<file path="src/rtl/cpu_defs_pkg.sv">
`default_nettype none
// ============================================================================
//  Module      : cpu_defs_pkg
//  Description : Shared definitions for the multi-cycle MIPS datapath:
//                architectural register indices, datapath widths and the
//                register-index type.
//  Revision    : 1.0 - initial release
// ============================================================================
package cpu_defs_pkg;

    localparam int DATA_W = 32;
    localparam int ADDR_W = 5;

    typedef logic [ADDR_W-1:0] reg_idx_t;

    localparam reg_idx_t REG_ZERO = 5'd0;   // $0, hard-wired zero
    localparam reg_idx_t REG_SP   = 5'd29;  // $sp
    localparam reg_idx_t REG_RA   = 5'd31;  // $ra, jal link target

endpackage : cpu_defs_pkg
`default_nettype wire

</file>
<file path="src/rtl/regfile_read_port.sv">
`default_nettype none
// ============================================================================
//  Module      : regfile_read_port
//  Description : One combinational read port of the register file. Selects
//                the addressed register, forces $0 to zero and, when
//                REGFILE_BYPASS_EN is defined, forwards the in-flight write
//                data for a same-cycle read of the register being written.
//  Ports       : i_regs      - full register array contents
//                i_rd_idx    - read index
//                o_rd_data   - read data
//                i_wr_en     - qualified write enable  (bypass build only)
//                i_wr_idx    - write index             (bypass build only)
//                i_wr_data   - write data              (bypass build only)
//  Config      : REGFILE_BYPASS_EN - enables same-cycle write-through
//  Revision    : 1.0 - initial release
// ============================================================================
module regfile_read_port
    import cpu_defs_pkg::*;
#(
    parameter int DATA_W = cpu_defs_pkg::DATA_W,
    parameter int ADDR_W = cpu_defs_pkg::ADDR_W
) (
    input  logic [DATA_W-1:0] i_regs [2**ADDR_W],
    input  logic [ADDR_W-1:0] i_rd_idx,
    output logic [DATA_W-1:0] o_rd_data
`ifdef REGFILE_BYPASS_EN
    ,
    input  logic              i_wr_en,
    input  logic [ADDR_W-1:0] i_wr_idx,
    input  logic [DATA_W-1:0] i_wr_data
`endif
);

    always_comb begin
        o_rd_data = i_regs[i_rd_idx];
        // $0 is forced here rather than relying on the storage, so neither a
        // stray write nor the bypass path can ever make it non-zero.
        if (i_rd_idx == ADDR_W'(REG_ZERO)) begin
            o_rd_data = '0;
        end
`ifdef REGFILE_BYPASS_EN
        else if (i_wr_en && (i_wr_idx == i_rd_idx)) begin
            o_rd_data = i_wr_data;
        end
`endif
    end

endmodule : regfile_read_port
`default_nettype wire

</file>
<file path="src/rtl/reg_file_2r1w.sv">
`default_nettype none
// ============================================================================
//  Module      : reg_file_2r1w
//  Description : 32 x 32-bit MIPS general-purpose register file with two
//                combinational read ports and one synchronous write port.
//                $0 always reads zero; $29 resets to SP_INIT, all others to 0.
//  Ports       : CLK        - clock, writes on rising edge
//                Reset      - asynchronous active-low clear of the array
//                RegWre     - write enable
//                ReadReg1   - read port 1 index (rs)
//                ReadReg2   - read port 2 index (rt)
//                WriteReg   - write index (from RegDst select)
//                WriteData  - write-back data
//                ReadData1  - contents of ReadReg1
//                ReadData2  - contents of ReadReg2
//  Config      : REGFILE_BYPASS_EN - same-cycle write-through on reads
//  Revision    : 1.0 - initial release
// ============================================================================
module reg_file_2r1w
    import cpu_defs_pkg::*;
#(
    parameter int                 DATA_W  = cpu_defs_pkg::DATA_W,
    parameter int                 ADDR_W  = cpu_defs_pkg::ADDR_W,
    parameter logic [DATA_W-1:0]  SP_INIT = '0
) (
    input  logic              CLK,
    input  logic              Reset,
    input  logic              RegWre,
    input  logic [ADDR_W-1:0] ReadReg1,
    input  logic [ADDR_W-1:0] ReadReg2,
    input  logic [ADDR_W-1:0] WriteReg,
    input  logic [DATA_W-1:0] WriteData,
    output logic [DATA_W-1:0] ReadData1,
    output logic [DATA_W-1:0] ReadData2
);

    localparam int NREGS = 2**ADDR_W;

    logic [DATA_W-1:0] r_regs [NREGS];

    // Reset takes priority over any coincident clock edge, so a write that
    // lands while Reset is low is discarded.
    always_ff @(posedge CLK or negedge Reset) begin
        if (!Reset) begin
            for (int i = 0; i < NREGS; i++) begin
                r_regs[i] <= (i == int'(REG_SP)) ? SP_INIT : '0;
            end
        end else if (RegWre && (WriteReg != ADDR_W'(REG_ZERO))) begin
            r_regs[WriteReg] <= WriteData;
        end
    end

`ifdef REGFILE_BYPASS_EN
    // Forwarding is only legal when the write will actually commit.
    logic w_wr_commit;
    assign w_wr_commit = RegWre & Reset;
`endif

    regfile_read_port #(
        .DATA_W (DATA_W),
        .ADDR_W (ADDR_W)
    ) u_rd_port1 (
        .i_regs    (r_regs),
        .i_rd_idx  (ReadReg1),
        .o_rd_data (ReadData1)
`ifdef REGFILE_BYPASS_EN
        ,
        .i_wr_en   (w_wr_commit),
        .i_wr_idx  (WriteReg),
        .i_wr_data (WriteData)
`endif
    );

    regfile_read_port #(
        .DATA_W (DATA_W),
        .ADDR_W (ADDR_W)
    ) u_rd_port2 (
        .i_regs    (r_regs),
        .i_rd_idx  (ReadReg2),
        .o_rd_data (ReadData2)
`ifdef REGFILE_BYPASS_EN
        ,
        .i_wr_en   (w_wr_commit),
        .i_wr_idx  (WriteReg),
        .i_wr_data (WriteData)
`endif
    );

    // An enabled write with an unknown destination would corrupt an
    // unpredictable register.
    a_wr_idx_known : assert property (
        @(posedge CLK) disable iff (!Reset) RegWre |-> !$isunknown(WriteReg)
    );

endmodule : reg_file_2r1w
`default_nettype wire

</file>
<file path="config.mk">
export PLATFORM = sky130hd
export DESIGN_NAME = reg_file_2r1w
export DESIGN_NICKNAME = d
export VERILOG_FILES = /design/src/rtl/cpu_defs_pkg.sv /design/src/rtl/regfile_read_port.sv /design/src/rtl/reg_file_2r1w.sv
export SDC_FILE = /design/constraint.sdc
export NUM_CORES = 2
export LEC_CHECK = 0
export CAP_MARGIN = 25
export CORE_AREA = 2 2 274 411
export CTS_CLUSTER_DIAMETER = 80
export DETAILED_ROUTE_END_ITERATION = 10
export DIE_AREA = 0 0 276 413
export GPL_TIMING_DRIVEN = 0
export PLACE_DENSITY = 0.72
export SKIP_LAST_GASP = 1
export SYNTH_ARGS = -nofsm -noshare
export SYNTH_HDL_FRONTEND = slang
export SYNTH_HIERARCHICAL = 1
export SYNTH_SLANG_ARGS = --single-unit
</file>
<file path="constraint.sdc">
create_clock -name CLK -period 2.88 [get_ports CLK]
set_clock_uncertainty 0.1 [all_clocks]
set_input_delay 0.432 -clock CLK [delete_from_list [all_inputs] [get_ports CLK]]
set_output_delay 0.432 -clock CLK [all_outputs]
set_load 0.01 [all_outputs]
</file>
==> out/results.ini <==
[pwr]
power_density_nw_per_um2 = 674
p_leak_uw = 0.0273
ir_worst_vdd_uv = 420

[detailed_routing]
drt-initial-drc-count = 4242
num_vias = 38400
antenna_left = 0
detail_route.first_pass.iterations = 9
wl_um = 204000
drc_errors = 10
routedWlPerCell_um = 37.9
via_per_inst = 7.12

[synth]
yosysWarnings = 6
synthAdderAreaFrac_pct = 0
synth_area_leaders = dfrtp_1, mux2_2, mux4_2
synth_top_area_cell = dfrtp_1
ys_seq_elements = 1024
synth_area_um2 = 54800
syn-num-nets = 3665
synth-simple-area-share_pct = 1.62
async_flop_share_pct = 100
synthFlopType = dfrtp_1
yosys-top-cells-count = mux2_2, dfrtp_1, mux4_2, clkbuf_1, buf_2
synthMuxAreaShare_pct = 42.4
yosys.area.top_type_share_pct = 46.8
synth_most_common_cell = mux2_2
synth.avg_cell_area_um2 = 15.2
synth_top_family_by_area = multiplexers
synth-edff-count = 0
synth_cells = 3615
synth-xor-area-share_pct = 0
ys_types = 38
synth_compound_gate_area_share_pct = 4.88
synth-seq-area-share_pct = 46.8

[sta]
fmax_mhz = 313
fin_crit_sh_pct = 111
rsz0062_at_grt = yes
relSlewSlack_pct = 22.2
fin_ws_ns = -0.319
hold_viol_final = 92
hold_ws_ns = -0.421
final-setup-viol-count = 55
slew_violations = 0
min_period_ns = 3.20
worstMarginPinSlew_ns = 1.16

[setup_path]
worstSetupEndpointType = output port
r2r-start = r_regs[361]
reg2reg_depth = 2
rr_endpoint = r_regs[361]
crit_path_start = ReadReg1[2]
rrSetupSlack_ns = 1.85
critPathKind = in2out
arrival_ns = 2.67
critPathMaxFanout = 10
worstSetupStartpointType = input pin
endpoint = ReadData1[31]
required_ns = 2.35

[die]
rows = 150
core_area_um2 = 111000
initial_utilization_pct = 49.5
die_area_um2 = 114000
fp.dieH_um = 413
num_io_pins = 114
die_w_um = 276

[global_routing]
grt_first_pass_wirelength_um = 287000
grt_start_max_net_pins = 168
grt_pass1_vias = 39400
grt-ovfl-total = 0
antenna_found_initial = 12
grt_usage_pct = 35.9

[layout]
regMostFlops = r_regs
largest_register_ffs = 1024
multi_input_area_um2 = 28900
area_growth_pct = 17.2
num-fill-cells = 8483
top_regs = r_regs x1024
nNetsFinal = 3913
drive_gt1_share_pct = 59.9
design_area_um2 = 64200
regArea_um2 = 25600
fin_util_pct = 58.0

[clock_tree]
clock_latency_ns = 0.73
clk_pin_slew_ns = 0.06
cts_num_sinks = 1024
cts_buffers = 99
root_buffer = clkbuf_16
tritoncts = yes
cts_buffer_depth = 3
htree_levels = 3

[placed_design]
place.gp.congestion = 0.971
placed_cell_area_um2 = 58000
numPortBuffers = 105
dpl.hpwl_um = 141000

[run]
drv_cap = 0

[run_status]
violations = DRC, hold timing, setup timing
status = finished, violations left

[hold_path]
min-delay-path-class = in2async

## critical path, stage by stage
cell	delay [ns]
buf_4	0.23
buf_2	0.53
mux4_2	0.30
mux2_2	0.18
o21ai_4	0.07
a311oi_4	0.65
buf_2	0.26
## how the worst min path moves through the flow
stage                 from          end  slack (ns)  cells past startpoint
5_1_grt              Reset   r_regs[21]       -0.37                      1
3_5_place_dp         Reset   r_regs[21]        0.34                      1
3_3_place_gp   r_regs[997]  r_regs[997]        0.35                      1
6_report             Reset   r_regs[21]       -0.42                      1
4_1_cts              Reset  r_regs[885]       -0.42                      1
2_1_floorplan        Reset    r_regs[0]        0.04                      0
## metal layers
| metal | GRT usage, % | part of all wire (%) |
|---|---|---|
| met1 | 42.4 | 34 |
| met2 | 55.2 | 45 |
| met3 | 10.4 | 11 |
| met4 | 28.8 | 9.5 |
| met5 | 0 | 0.044 |
## cell type report
type / instances / area share, %
Clock buffer: 143 / 4.57
Buffer: 426 / 4.66
Timing Repair Buffer: 151 / 2.24
Antenna cell: 1 / 0.00390
Inverter: 2 / 0.0117
Clock inverter: 35 / 0.846
Tap cell: 1444 / 2.81
Multi-Input combinational cell: 2159 / 45.0
Sequential cell: 1024 / 39.9
## stage by stage
step / setup WS, ns / setup TNS, ns / hold WS (ns) / power, uW / instances
final: -0.319 / -2.03 / -0.421 / 43300 / 5385
after detailed placement: -2.01 / -393.51 / 0.336 / 28200 / 5180
after global routing: -0.232 / -1.17 / -0.369 / 44600 / 5384
after floorplan: 0.579 / 0 / 0.0364 / 25100 / 3615
after CTS: -0.165 / -2.06 / -0.419 / 42900 / 5370
after global placement: -45.56 / - / 0.351 / 27700 / 5164
## cells by family after synthesis
group           count (synthesis)
buf+inv                       432
mux                          1632
compound gates                368
flops                        1024
simple gates                  159
## where the power goes
group	internal, uW	switching (uW)
combinational	5580	4360
sequential	17100	1990
clock	8230	6020
## cell usage in the layout (no fill, tap or decap), types with 13 or more instances in the layout
cell type,n
clkbuf_16,103
a311oi_2,55
clkbuf_8,38
o21ai_2,64
a211oi_4,25
buf_6,61
nor2_1,15
o21ai_1,42
a221oi_1,22
buf_4,74
mux2i_1,122
bufinv_16,13
nor2b_1,37
a221oi_2,19
mux2_1,15
clkbuf_1,151
mux4_2,448
dfrtp_1,1023
mux2_2,1029
a22oi_2,14
buf_2,167
nor2b_4,30
a211oi_2,37
clkdlybuf4s50_1,38
nand2_1,44
clkbuf_4,17
buf_8,36
a22oi_1,50
## what timing repair did
action / CTS / global route
pin swaps: 109 / 62
setup buffers: 15 / 8
endpoints found under the hold margin: 92 / 92
endpoints found under the setup margin: 212 / 200
cloned: 1 / 1
resized for setup: 768 / 107
Note: power is estimated with default switching activity, not from simulation.
